<file path="config.mk">
export PLATFORM = sky130hd
export DESIGN_NAME = fifo_rd_packer
export DESIGN_NICKNAME = d
export VERILOG_FILES = /design/src/rtl/fifo_rd_packer.sv
export SDC_FILE = /design/constraint.sdc
export NUM_CORES = 1
export LEC_CHECK = 0
export ABC_AREA = 1
export BUFFER_PORTS_ARGS = -buffer_cell sky130_fd_sc_hd__buf_2
export CAP_MARGIN = 10
export CORE_MARGIN = 2
export CORE_UTILIZATION = 51
export CTS_BUF_LIST = sky130_fd_sc_hd__clkbuf_16
export CTS_CLUSTER_SIZE = 30
export DETAILED_ROUTE_END_ITERATION = 8
export PLACE_DENSITY = 0.79
export SLEW_MARGIN = 20
export SYNTH_ARGS = -nofsm -noshare
export SYNTH_HDL_FRONTEND = slang
export SYNTH_SLANG_ARGS = --single-unit
</file>
<file path="constraint.sdc">
create_clock -name clk_rd -period 1.75 [get_ports clk_rd]
set_clock_uncertainty 0.2 [all_clocks]
set_input_delay 0.35 -clock clk_rd [delete_from_list [all_inputs] [get_ports clk_rd]]
set_output_delay 0.35 -clock clk_rd [all_outputs]
set_load 0.01 [all_outputs]
</file>
<file path="src/rtl/fifo_rd_packer.sv">
// fifo_rd_packer: read-domain consumer of the GP async FIFO.
// Pops WIDTH-bit words from a first-word-fall-through read port and packs RATIO
// of them (first popped in the low slot) into one flit on a valid/ready output.
// Optional build macro FIFO_RD_PACKER_TIMEOUT_EN adds an idle-timeout auto-flush;
// define NO_ASSERTIONS to drop the embedded property checks.
module fifo_rd_packer #(
  parameter int WIDTH   = 8,
  parameter int RATIO   = 4,
  parameter int TIMEOUT = 16
) (
  input  logic                   clk_rd,
  input  logic                   arst_rd,
  input  logic                   rd_empty_i,
  input  logic [WIDTH-1:0]       rd_data_i,
  output logic                   rd_en_o,
  input  logic                   flush_i,
  output logic                   out_valid_o,
  input  logic                   out_ready_i,
  output logic [WIDTH*RATIO-1:0] out_data_o,
  output logic [$clog2(RATIO):0] out_cnt_o
);

  localparam int CW = $clog2(RATIO) + 1;
  localparam int FW = WIDTH * RATIO;

  typedef enum logic [0:0] {
    FILL = 1'b0,
    SEND = 1'b1
  } state_t;

  state_t        state_r;
  state_t        state_nxt_s;
  logic [FW-1:0] acc_r;
  logic [FW-1:0] acc_nxt_s;
  logic [CW-1:0] cnt_r;
  logic [CW-1:0] cnt_nxt_s;
  logic          pop_s;
  logic          timeout_s;

`ifdef FIFO_RD_PACKER_TIMEOUT_EN
  localparam int IW = $clog2(TIMEOUT) + 1;

  logic [IW-1:0] idle_r;
  logic [IW-1:0] idle_nxt_s;

  // Partial flit has sat idle long enough to be pushed out on its own.
  always_comb begin
    timeout_s = 1'b0;
    if ((cnt_r != {CW{1'b0}}) && (idle_r == IW'(TIMEOUT - 1))) begin
      timeout_s = 1'b1;
    end else begin
      timeout_s = 1'b0;
    end
  end

  // Idle counter advances only while a partial flit waits in FILL without pops.
  always_comb begin
    idle_nxt_s = {IW{1'b0}};
    if ((state_r == FILL) && (state_nxt_s == FILL) && (cnt_r != {CW{1'b0}}) && !pop_s) begin
      idle_nxt_s = idle_r + {{(IW-1){1'b0}}, 1'b1};
    end else begin
      idle_nxt_s = {IW{1'b0}};
    end
  end

  // Idle counter register.
  always_ff @(posedge clk_rd) begin
    if (arst_rd) begin
      idle_r <= {IW{1'b0}};
    end else begin
      idle_r <= idle_nxt_s;
    end
  end
`else
  assign timeout_s = 1'b0;
`endif

  // Next-state, pop strobe and accumulator update for the FILL/SEND packer.
  always_comb begin
    state_nxt_s = state_r;
    acc_nxt_s   = acc_r;
    cnt_nxt_s   = cnt_r;
    pop_s       = 1'b0;
    case (state_r)
      FILL: begin
        pop_s = !rd_empty_i && !arst_rd;
        if (pop_s) begin
          for (int k = 0; k < RATIO; k++) begin
            if (cnt_r == CW'(k)) begin
              acc_nxt_s[k*WIDTH +: WIDTH] = rd_data_i;
            end else begin
              acc_nxt_s[k*WIDTH +: WIDTH] = acc_r[k*WIDTH +: WIDTH];
            end
          end
          cnt_nxt_s = cnt_r + {{(CW-1){1'b0}}, 1'b1};
        end else begin
          cnt_nxt_s = cnt_r;
        end
        // A same-cycle pop is folded into a flushed flit.
        if (pop_s && (cnt_r == CW'(RATIO - 1))) begin
          state_nxt_s = SEND;
        end else if (flush_i && ((cnt_r != {CW{1'b0}}) || pop_s)) begin
          state_nxt_s = SEND;
        end else if (timeout_s && !pop_s) begin
          state_nxt_s = SEND;
        end else begin
          state_nxt_s = FILL;
        end
      end
      SEND: begin
        // Pops only alongside the handshake, so a stalled sink back-pressures the FIFO.
        pop_s = !rd_empty_i && out_ready_i && !arst_rd;
        if (out_ready_i) begin
          state_nxt_s = FILL;
          if (pop_s) begin
            acc_nxt_s = {{(FW-WIDTH){1'b0}}, rd_data_i};
            cnt_nxt_s = CW'(1);
          end else begin
            acc_nxt_s = {FW{1'b0}};
            cnt_nxt_s = {CW{1'b0}};
          end
        end else begin
          state_nxt_s = SEND;
        end
      end
      default: begin
        state_nxt_s = FILL;
        acc_nxt_s   = {FW{1'b0}};
        cnt_nxt_s   = {CW{1'b0}};
      end
    endcase
  end

  // State, accumulator and word-count registers; reset discards any partial flit.
  always_ff @(posedge clk_rd) begin
    if (arst_rd) begin
      state_r <= FILL;
      acc_r   <= {FW{1'b0}};
      cnt_r   <= {CW{1'b0}};
    end else begin
      state_r <= state_nxt_s;
      acc_r   <= acc_nxt_s;
      cnt_r   <= cnt_nxt_s;
    end
  end

  assign rd_en_o     = pop_s;
  assign out_valid_o = (state_r == SEND);
  assign out_data_o  = acc_r;
  assign out_cnt_o   = cnt_r;

`ifndef NO_ASSERTIONS
  localparam bit CFG_OK = (RATIO >= 2) && ((RATIO & (RATIO - 1)) == 0) && (TIMEOUT >= 1);

  a_cfg:          assert property (@(posedge clk_rd) CFG_OK);
  a_no_pop_empty: assert property (@(posedge clk_rd) rd_empty_i |-> !rd_en_o);
  a_cnt_max:      assert property (@(posedge clk_rd) cnt_r <= CW'(RATIO));
  a_send_hold:    assert property (@(posedge clk_rd) disable iff (arst_rd)
                    (out_valid_o && !out_ready_i) |=> (out_valid_o && $stable(out_data_o)));
`endif

endmodule
</file>
=== Yosys cells after proc, flatten, opt, wreduce, memory -nomap -nowiden ===
Index checks and enable logic that the tools add are counted.

* Flip-flop bits (word level): 36
* Bits in latches: 0
* Bits in writable memories: 0
* Memory bits (read-only): 0
* Input port bits: 13
* Output and inout bits: 37
* Word-level logic and storage cells: 49
* Memories kept: 0

* Add/sub/neg operators: 1
* $mul: 0
* Div/mod/pow operators: 0
* Magnitude comparators: 0
* Equal/unequal tests: 9
* Shift operators: 0
* Muxes and demuxes: 17
* Bitwise gates (word level): 1
* Reduce and logical (&&, ||, !) cells: 15

{| class="wikitable"
|+ Operators by type and width
! cell !! number
|-
| 2-to-1 mux 32 bit || 2
|-
| one-hot mux 32 bit (2 select lines) || 1
|-
| 2-to-1 mux 8 bit || 5
|-
| != test 2 bit (second input constant) || 6
|-
| AND reduction 3 bit || 4
|-
| == test 3 x 2 -> 1 bit (second input constant) || 2
|-
| 2-to-1 mux 3 bit || 2
|-
| one-hot mux 3 bit (2 select lines) || 1
|-
| logical AND 1 bit || 5
|-
| 2-to-1 mux 1 bit || 4
|-
| one-hot mux 1 bit (2 select lines) || 2
|-
| adder 3 x 1 -> 3 bit (second input constant) || 1
|-
| == test 3 x 1 -> 1 bit (second input constant) || 1
|-
| logical NOT 3 bit || 1
|-
| nonzero test 3 bit || 1
|-
| logical NOT 1 bit || 2
|-
| AND reduction 2 bit || 1
|-
| logical OR 1 bit || 1
|-
| NOT 1 bit || 1
|}

=== Depth between registers and ports, before layout ===
Gate-level depths: netlist (run 1).

* Word-level depth: 7
* Gate-level depth with buffers: 9
* Gate-level depth less buffers: 8

=== Least setup slack after synthesis (run 1) ===
OpenSTA, ideal clock, no wires.

* Kind: reg2reg
* From: register cnt_r[0] (netlist: out_cnt_o[0])
* To: register acc_r[3] (netlist: out_data_o[3])
* Library setup time: 113 ps
* Data arrival time: 1244 ps
* Data required time: 1437 ps
* Path slack: 193 ps
* Cell stages (with the launch flop): 9
* Path buffers: 1
* Period minus slack after synthesis: 1557 ps
* Path through: dfxtp_1 > inv_1 > ha_1 > inv_1 > o21ai_0 > nand2_4 > buf_6 > nor2_1 > nor2_1

* Word-level cells in the longest chain between the ends: 3

{| class="wikitable"
|+ Ends and longest elaborated chain
! item !! RTL line !! text
|-
| start, declared || 35 || <nowiki>logic [CW-1:0] cnt_r;</nowiki>
|-
| start signal, assigned || 139 || <nowiki>cnt_r <= {CW{1'b0}};</nowiki>
|-
| start signal, assigned || 143 || <nowiki>cnt_r <= cnt_nxt_s;</nowiki>
|-
| logical NOT 3 bit || 89 || <nowiki>if (cnt_r == CW'(k)) begin</nowiki>
|-
| != test 2 bit (no source line) || -- ||
|-
| AND reduction 3 bit (no source line) || -- ||
|-
| end signal, assigned || 138 || <nowiki>acc_r <= {FW{1'b0}};</nowiki>
|-
| end signal, assigned || 142 || <nowiki>acc_r <= acc_nxt_s;</nowiki>
|-
| end, declared || 33 || <nowiki>logic [FW-1:0] acc_r;</nowiki>
|}

No other way between the ends.
A chain may end at the register's enable or synchronous reset.

=== Worst setup path in the final report (run 1) ===
* From: register state_r (netlist: out_valid_o)
* To: output port rd_en_o

* Word-level cells in the longest chain between the ends: 2

{| class="wikitable"
|+ Ends and longest elaborated chain
! item !! RTL line !! text
|-
| start, declared || 31 || <nowiki>state_t state_r;</nowiki>
|-
| start signal, assigned || 141 || <nowiki>state_r <= state_nxt_s;</nowiki>
|-
| NOT 1 bit || -- ||
|-
| one-hot mux 1 bit (2 select lines) (*) || 84 || <nowiki>case (state_r)</nowiki>
|-
| end, declared || 15 || <nowiki>output logic rd_en_o,</nowiki>
|}

Mark *: on every way between the ends. The rest lies on a longest branch, timed or not.

==> results of run 1 <==
## worst reg2reg max path, cell delays in order, from the launching register on
cell,delay [ps]
dfxtp_1,350
inv_1,100
ha_1,140
inv_1,50
o21ai_0,290
nand2_4,180
nand2_1,100
nand2_1,50
nor2_1,100
## synth_stat cells, drive strengths merged
| master | number | area share, % |
|---|---|---|
| clkinv | 1 | 0.22 |
| dfxtp | 36 | 41 |
| nand2 | 88 | 21 |
| o21ai | 1 | 0.29 |
| a21oi | 12 | 3.4 |
| inv | 39 | 8.4 |
| nor2 | 51 | 11 |
| clkbuf | 2 | 0.43 |
| nand3 | 20 | 6.0 |
| buf | 7 | 3.1 |
| ha | 5 | 3.6 |
| or2 | 1 | 0.36 |
| a31oi | 1 | 0.36 |
| xor2 | 1 | 0.50 |
## power groups by stage
stage	Sequential (uW)	Combinational (uW)	Clock, uW
finish	892	322	839
global route	897	367	886
CTS	891	321	857
detailed placement	908	318	0
global placement	907	315	0
floorplan	928	198	0
## area by class of cell
class / count / area (sq um) / share of cell area, %
clock buffer: 5 / 125 / 5.76
clock inverter: 3 / 13.8 / 0.634
inverter: 40 / 153 / 7.03
multi-input combinational: 180 / 818 / 37.7
sequential: 36 / 721 / 33.2
tap: 46 / 57.6 / 2.65
timing repair buffer: 54 / 283 / 13.0
## how the worst min path moves through the flow
stage                   startpoint  cells past startpoint  slack (ps)             end
floorplan                  arst_rd                      1         220    out_cnt_o[1]
global placement    out_data_o[30]                      2         270  out_data_o[30]
detailed placement  out_data_o[26]                      2         270  out_data_o[26]
CTS                        arst_rd                      2         120    out_cnt_o[2]
global route               flush_i                      3         140     out_valid_o
finish                     arst_rd                      2         130    out_cnt_o[2]
## layout by cell type (no fill, tap or decap), types with 2 or more instances in the layout
cell type and n:
clkbuf_16 5, a21oi_1 12, nand3_1 19, buf_4 5, nand2_2 2, ha_1 5
nand2_1 83, dfxtp_1 36, buf_2 49, clkinv_1 2, clkinv_2 2, inv_1 37
nor2_1 50, nand2_4 3
## flip-flops by register name, indices dropped and copies added (netlist names)
| name | count |
|---|---|
| out_valid_o | 1 |
| out_cnt_o | 3 |
| out_data_o | 32 |
## per-layer routing
metal / GRT usage, % / share of wire [%] / vias to the layer above
met4: 9.17 / 1.7 / 0
met2: 32.1 / 46 / 40
li1: - / - / 894
met5: 0 / 0 / -
met3: 4.68 / 4.9 / 7
met1: 26.3 / 47 / 740
## per-stage QoR
| stage | setup WS, ps | hold slack [ps] | cells | total power [uW] | instance area [sq um] |
|---|---|---|---|---|---|
| 2_1_floorplan | 193 | 219 | 265 | 1130 | 1740 |
| 3_3_place_gp | 157 | 271 | 356 | 1220 | 2020 |
| 3_5_place_dp | 150 | 274 | 356 | 1230 | 2020 |
| 4_1_cts | 53.4 | 120 | 364 | 2070 | 2160 |
| 5_1_grt | 24.2 | 143 | 364 | 2150 | 2170 |
| 6_report | 98.5 | 129 | 364 | 2050 | 2170 |
## logic make-up after synthesis
group	after synthesis
xor+xnor	1
fa+ha+maj	5
buf+inv	49
compound gates	14
flops	36
simple gates	160
## repair_timing
action | CTS | global route
setup endpoints to repair | 0 | 2
resized for setup | 0 | 3
endpoints found under the hold margin | 0 | 0
==> reports/metrics.yaml, run 1 <==
outcome:
  status: "finished clean"
clock_tree:
  htreeDepth: 2
  cts_buffers: 5
  clk_pin_slew_ps: 50
  post_cts_buffers: 0
  cts_sinks: 36
  tritoncts: "done"
  cts_hold_buf: 0
  clock_path_buffers: 2
  clk_root_buffer_cell: "clkbuf_16"
  clock_latency_ps: 280
routing:
  vias: 1681
  drt_iter0_markers: 99
  wl_um: 3790
  postRouteAntennaNets: 0
  drt-wirelength-per-cell_um: 10.4
  first_pass_iters: 4
  post-route-drc-count: 0
  via_per_inst: 4.62
setup_path:
  crit_chain: "inv_2 > nor2_1 > nor2_1 > buf_2"
  reg2reg_depth: 8
  critPathMaxFanout: 6
  cp_num_cells: 4
  cp-start-kind: "flop"
  critPathMostFrequentCell: "nor2_1"
  crit_buf_inv: 2
  cp-startpoint: "out_valid_o"
  cpPeakStageDelay_ps: 330
  crit_path_end_kind: "output port"
  cp_data_arrival_time_ps: 1100
  r2r-end: "out_data_o[7]"
  worstSetupEndpoint: "rd_en_o"
  critPathSlowestCell: "dfxtp_1"
  r2r-start: "out_cnt_o[0]"
  rrSetupSlack_ps: 140
  path_delay_family: "flip-flops"
  required_ps: 1200
  critical_path_class: "flop to output port"
power:
  power.density_nw_per_um2: 946
  comb_power_share_pct: 15.7
  switching_share_pct: 27.2
  cell_internal_pwr_uw: 1500
  power_frac_seq_pct: 43.4
  switchingPower_uw: 558
  clkPwrFrac_pct: 40.9
  power.leakage_uw: 0.00125
  ir_drop_uv: 524
global_route:
  antenna_found_initial: 0
  grt_pass1_vias: 1490
  overflow: 0
  grt_max_degree: 26
  grt_pass1_wl_um: 6400
  track_usage_pct: 20.3
synthesis:
  ys_seq_area_share_pct: 41.3
  syn_avg_cell_area_sq_um: 6.58
  synth_cell_types: 20
  syn_area_sq_um: 1740
  synth_fa_ha_area_share_pct: 3.59
  synth_top_family_by_area: "simple AND/OR/NAND/NOR gates"
  yosys_warnings: 0
  ys_ff_latch: 36
  synth-simple-area-share_pct: 38.3
  synth_nets: 283
  synth_cells: 265
  synth-compound-area-share_pct: 4.09
  synthXorXnorAreaFrac_pct: 0.503
  muxShareOfSynthArea_pct: 0
die:
  die_x_um: 62.5
  dieHeight_um: 62.5
  rows: 21
  io_pins: 50
  dieArea_sq_um: 3900
  core_region_area_sq_um: 3310
  initial_core_util_pct: 52.6
final_layout:
  num-fill-cells: 308
  final_util_pct: 65.6
  area_delta_synth_final_pct: 24.6
  nets: 335
  drive_above_1_share_pct: 22.3
  diodes: 0
timing:
  rsz0062_at_grt: "no"
  tightest_slew_ps: 337
  setup_viol: 0
  tns_ps: 0
  fin_crit_ps: 1650
  max_freq_ghz: 0.606
  slew_violations: 0
  hold_viol: 0
  post-route-period-util_pct: 94.4
  slew_headroom_pct: 77.3
placed_design:
  dp_hpwl_um: 2720
  numPortBuffers: 49
  place_congestion: 0.782
min_path:
  min_path_type: "input port to flop"
flow_run:
  cap_violations: 0
Power figures use the tool's default switching activity.
==> inputs of run 2 (changes only) <==
--- a/config.mk
+++ b/config.mk
@@ -8,7 +8,7 @@
 export ABC_AREA = 1
 export BUFFER_PORTS_ARGS = -buffer_cell sky130_fd_sc_hd__buf_2
 export CAP_MARGIN = 10
-export CORE_MARGIN = 2
+export CORE_MARGIN = 5
 export CORE_UTILIZATION = 51
 export CTS_BUF_LIST = sky130_fd_sc_hd__clkbuf_16
 export CTS_CLUSTER_SIZE = 30
==> run 2 against run 1 <==
Effect of this change:
- design area is 1.2% higher
- power is 6.5% higher
- core utilization is 0.76 points higher
- routed wire length is 4.0% higher
- largest cell class unchanged
- combinational power is 1% higher
- critical endpoint unchanged
==> reports/metrics.yaml, run 2 (synthesis gave the netlist of run 1 again) <==
outcome:
  status: "finished clean"
final_layout:
  drive_above_1_share_pct: 22.3  # unchanged
  num-fill-cells: 319  # +3.6%
  nets: 335  # unchanged
  stdcell_count: 364  # unchanged
  area_delta_synth_final_pct: 26.0
  finalInstanceArea_sq_um: 2200  # +1.2%
  final_cell_mix: "nand2_1 (83), nor2_1 (50), buf_2 (49), inv_1 (38), dfxtp_1 (36)"
  final_common_cell: "nand2_1"
  final_util_pct: 66.3  # +0.76 points
  diodes: 0  # unchanged
  largest_reg_flops: 32  # unchanged
global_route:
  grt_max_degree: 26  # unchanged
  grtUsageMet2_pct: 31.5  # -0.66 points
  grt_util_met3_pct: 3.94  # -0.74 points
  grt_pass1_vias: 1547  # +3.8%
  antenna_found_initial: 0  # unchanged
  use_met1_pct: 22.1  # -4.2 points
  grt.busiest_layer: "met2"
  grt_pass1_wl_um: 6490  # +1.5%
  track_usage_pct: 18.2  # -2.1 points
  overflow: 0  # unchanged
setup_path:
  cp-start-kind: "flop"
  critical_path_class: "flop to output port"
  r2r-start: "out_cnt_o[0]"
  cp-startpoint: "out_valid_o"
  required_ps: 1200  # about the same
  worstSetupEndpoint: "rd_en_o"
  r2r-end: "out_data_o[30]"
  crit_path_end_kind: "output port"
  critPathMostFrequentCell: "nor2_1"
  crit_chain: "inv_2 > nor2_1 > nor2_1 > buf_2"
  reg2reg_depth: 6  # -2
  critPathSlowestCell: "dfxtp_1"
  cp_data_arrival_time_ps: 1090  # about the same
  critPathMaxFanout: 6  # unchanged
  rrSetupSlack_ps: 170  # +30 ps
  cpPeakStageDelay_ps: 320  # about the same
timing:
  hold_viol: 0  # unchanged
  post-route-period-util_pct: 93.5  # -0.84 points
  slew_violations: 0  # unchanged
  slew_headroom_pct: 82.2  # +5.0 points
  rsz0062_at_grt: "no"
  max_freq_ghz: 0.611  # +0.89%
  setup_viol: 0  # unchanged
  tns_ps: 0  # unchanged
  tightest_slew_ps: 267  # -70.8 ps
  fin_crit_ps: 1640  # -14.6 ps
placed_design:
  placed_area_sq_um: 2020  # unchanged
  place_congestion: 0.784  # +0.19%
  dp_hpwl_um: 2900  # +6.5%
  numPortBuffers: 49  # unchanged
  dp_cells: 356  # unchanged
routing:
  via_per_inst: 4.61  # -0.18%
  wl_um: 3940  # +4.0%
  post-route-drc-count: 0  # unchanged
  drt_iter0_markers: 96  # -3.0%
  drt-wirelength-per-cell_um: 10.8  # +4.0%
  first_pass_iters: 5  # +1
  vias: 1678  # -0.18%
  postRouteAntennaNets: 0  # unchanged
clock_tree:
  clk_pin_slew_ps: 50  # about the same
  cts_buffers: 5  # unchanged
  clock_path_buffers: 2  # unchanged
  htreeDepth: 2  # unchanged
  cts_sinks: 36  # unchanged
  cts_hold_buf: 0  # unchanged
  tritoncts: "done"
  clk_root_buffer_cell: "clkbuf_16"
  clock_latency_ps: 270  # about the same
die:
  dieArea_sq_um: 4690  # +20%
  core_region_area_sq_um: 3310  # unchanged
  io_pins: 50  # unchanged
  die_x_um: 68.5  # +9.6%
  dieHeight_um: 68.5  # +9.6%
  initial_core_util_pct: 52.6  # unchanged
  rows: 21  # unchanged
min_path:
  hold_start: "arst_rd"
  min_path_type: "input port to flop"
power:
  ir_drop_uv: 634  # +21%
  p_total_uw: 2190  # +6.5%
  power.density_nw_per_um2: 996  # +5.3%
  power.leakage_uw: 0.00127  # +1.1%
flow_run:
  cap_violations: 0  # unchanged
-- run 2: changes by cell type in the layout (fill, tap and decap cells not counted), sizes merged --
cell / before / now
clkinv: 4 / 2
bufinv: 0 / 1
inv: 39 / 40
-- run 2: worst min path at each step --
| stage | end | depth (start not counted) |
|---|---|---|
| 2_1_floorplan | out_cnt_o[1] | 1 |
| 3_3_place_gp | out_data_o[11] | 2 |
| 3_5_place_dp | out_data_o[11] | 2 |
| 4_1_cts | out_cnt_o[1] | 2 |
| 5_1_grt | out_cnt_o[1] | 2 |
| 6_report | out_cnt_o[1] | 2 |
-- run 2: layer usage --
layer  wire length, um  vias to the layer above
met1              1770                      724
li1                  -                      890
met4                52                        0
met2              1860                       58
met5                 0                        -
met3               248                        6
-- run 2: stage by stage --
stage | hold slack (ps) | setup WS, ps
global route | 129 | 37.5
global placement | 267 | 151
finish | 121 | 113
CTS | 120 | 59.2
detailed placement | 270 | 98.0
floorplan | 219 | 193
-- run 2: area by class of cell --
class                   instances  area, sq um  area share [%]
multi-input cells             180          818            37.3
clock buffers                   5          125            5.70
clock inverters                 3         38.8            1.77
flip-flops and latches         36          721            32.8
repair buffers                 54          283            12.9
well taps                      46         57.6            2.62
inverters                      40          153            6.95
-- run 2: power breakdown --
part           leakage (uW)  internal (uW)  switching, uW  total, uW
clock             0.0000850            663            308        971
combinational      0.000891            114            212        326
sequential         0.000293            866           24.5        890
-- run 2: timing repair --
action	in CTS	in global routing
resized for setup	0	4
setup buffers	0	0
endpoints found under the setup margin	0	16
-- run 2: worst max-delay path: cells and delay by family, from the launching register on --
family	cells	cell delay, ps
flops	1	320
simple gates	2	210
buf+inv	2	290
==> inputs of run 3 (changes only) <==
--- a/config.mk
+++ b/config.mk
@@ -8,6 +8,7 @@
 export ABC_AREA = 1
 export BUFFER_PORTS_ARGS = -buffer_cell sky130_fd_sc_hd__buf_2
 export CAP_MARGIN = 10
+export CORE_ASPECT_RATIO = 1.25
 export CORE_MARGIN = 5
 export CORE_UTILIZATION = 51
 export CTS_BUF_LIST = sky130_fd_sc_hd__clkbuf_16
==> run 3 against run 2 <==
Effect of this change:
- routed wire length decreased by 0.10%
- count of clock-buffer cells in the layout unchanged
- core utilization increased by 0.20 points
- largest power group is now registers
- critical path depth unchanged
- flip-flop and latch count unchanged
- sequential share of layout area increased by 0.49 points
- sequential power about the same
- combinational power about the same
==> reports/metrics.yaml, run 3 (synthesis gave the netlist of run 1 again) <==
die:
  initial_core_util_pct: 53.6  # +0.95 points
  io_pins: 50  # unchanged
  die_x_um: 62.3  # -9.0%
  dieHeight_um: 75.4  # +10%
  core_region_area_sq_um: 3250  # -1.8%
  rows: 23  # +9.5%
  dieArea_sq_um: 4690  # +0.15%
setup_path:
  cp-start-kind: "flop"
  r2r-start: "out_cnt_o[0]"
  critPathMaxFanout: 4  # -2
  required_ps: 1200  # about the same
  cp-startpoint: "out_valid_o"
  crit_path_end_kind: "output port"
  cp_data_arrival_time_ps: 1130  # +40 ps
  critical_path_class: "flop to output port"
placed_design:
  place_congestion: 0.823  # +5.0%
  dp_hpwl_um: 2880  # -0.80%
  numPortBuffers: 49  # unchanged
global_route:
  grt_max_degree: 26  # unchanged
  overflow: 0  # unchanged
  grt_pass1_wl_um: 6770  # +4.3%
  antenna_found_initial: 0  # unchanged
  track_usage_pct: 17.9  # -0.31 points
  grt_pass1_vias: 1593  # +3.0%
outcome:
  status: "finished clean"
routing:
  postRouteAntennaNets: 0  # unchanged
  vias: 1669  # -0.54%
  wl_um: 3930  # -0.10%
  drt_iter0_markers: 77  # -20%
  first_pass_iters: 4  # -1
  post-route-drc-count: 0  # unchanged
  via_per_inst: 4.70  # +2.0%
  drt-wirelength-per-cell_um: 11.1  # +2.4%
power:
  switching_share_pct: 27.3  # +2.4 points
  power.leakage_uw: 0.00125  # -1.3%
  cell_internal_pwr_uw: 1500  # -8.9%
  ir_drop_uv: 814  # +28%
  power.density_nw_per_um2: 951  # -4.6%
  comb_power_share_pct: 15.8  # +0.9 points
  switchingPower_uw: 561  # +2.9%
  power_frac_seq_pct: 43.3  # +2.6 points
  p_total_uw: 2060  # -6.0%
  clkPwrFrac_pct: 40.9  # -3.5 points
final_layout:
  area_delta_synth_final_pct: 24.1
  diodes: 0  # unchanged
  final_common_cell: "nand2_1"
  final_cell_mix: "nand2_1 (83), nor2_1 (49), buf_2 (49), inv_1 (39), dfxtp_1 (36)"
  largest_reg_flops: 32  # unchanged
  drive_above_1_share_pct: 22.0  # -0.31 points
  nets: 335  # unchanged
timing:
  rsz0062_at_grt: "yes"
  fin_crit_ps: 1680  # +44.5 ps
  slew_violations: 0  # unchanged
  max_freq_ghz: 0.595  # -2.6%
  tightest_slew_ps: 321  # +54.8 ps
  post-route-period-util_pct: 96.1  # +2.5 points
  tns_ps: 0  # unchanged
  hold_viol: 0  # unchanged
  slew_headroom_pct: 78.3  # -3.9 points
  setup_viol: 0  # unchanged
clock_tree:
  tritoncts: "done"
  clk_root_buffer_cell: "clkbuf_16"
  clock_path_buffers: 2  # unchanged
  clock_latency_ps: 280  # about the same
  htreeDepth: 2  # unchanged
  cts_buffers: 5  # unchanged
  clk_pin_slew_ps: 50  # about the same
  cts_sinks: 36  # unchanged
min_path:
  hold_start: "arst_rd"
  min_path_type: "input port to flop"
flow_run:
  cap_violations: 0  # unchanged
-- run 3: timing repair --
action                     in CTS  in global routing
hold buffers                    0                  0
setup endpoints to repair       0                  9
buffers inserted                0                  0
gates resized for setup         0                  3
-- run 3: critical path, stage by stage (launching register included) --
cell	delay, ps
dfxtp_1	310
inv_1	170
nor2_1	90
nor2_2	130
buf_2	150
-- run 3: stage by stage --
step                      setup WS (ps)  utilization (%)  std cells  hold WS [ps]  instance area (sq um)
after floorplan                     193                -        265           219                   1740
after detailed placement            122             61.8        347           273                   2010
final                              68.6             66.5        355           136                   2160
after global routing              -15.7             66.5        355           139                   2160
after global placement              150             61.8        347           267                   2010
after CTS                          59.0             66.1        355           130                   2150
-- run 3: path summary, 6_finish.rpt --
check	endpoint	slack, ps	cells after the start
worst min-delay path	out_cnt_o[1]	140	2
worst min register to register	out_data_o[27]	280	2
worst max-delay path	rd_en_o	70	4
worst max register to register	out_data_o[0]	150	7
-- run 3: final cells by class --
type	count	area, sq um
timing repair buffer	54	283
clock buffer	5	125
tap	37	46.3
clock inverter	3	15.0
multi-input combinational	180	821
sequential	36	721
inverter	40	153
fill	317	1090
-- run 3: per-layer routing --
metal / GRT usage [%] / up-vias / part of all wire, %
met5: 0 / - / 0
met4: 7.78 / 0 / 1.8
li1: - / 893 / -
met2: 32.5 / 39 / 48
met3: 5.46 / 5 / 5.2
met1: 19.6 / 732 / 45
-- run 3: power groups by stage --
stage | sequential, uW | combinational (uW) | clock (uW)
finish | 890 | 325 | 842
global route | 895 | 377 | 890
CTS | 890 | 324 | 860
detailed placement | 908 | 321 | 0
global placement | 907 | 317 | 0
floorplan | 928 | 198 | 0
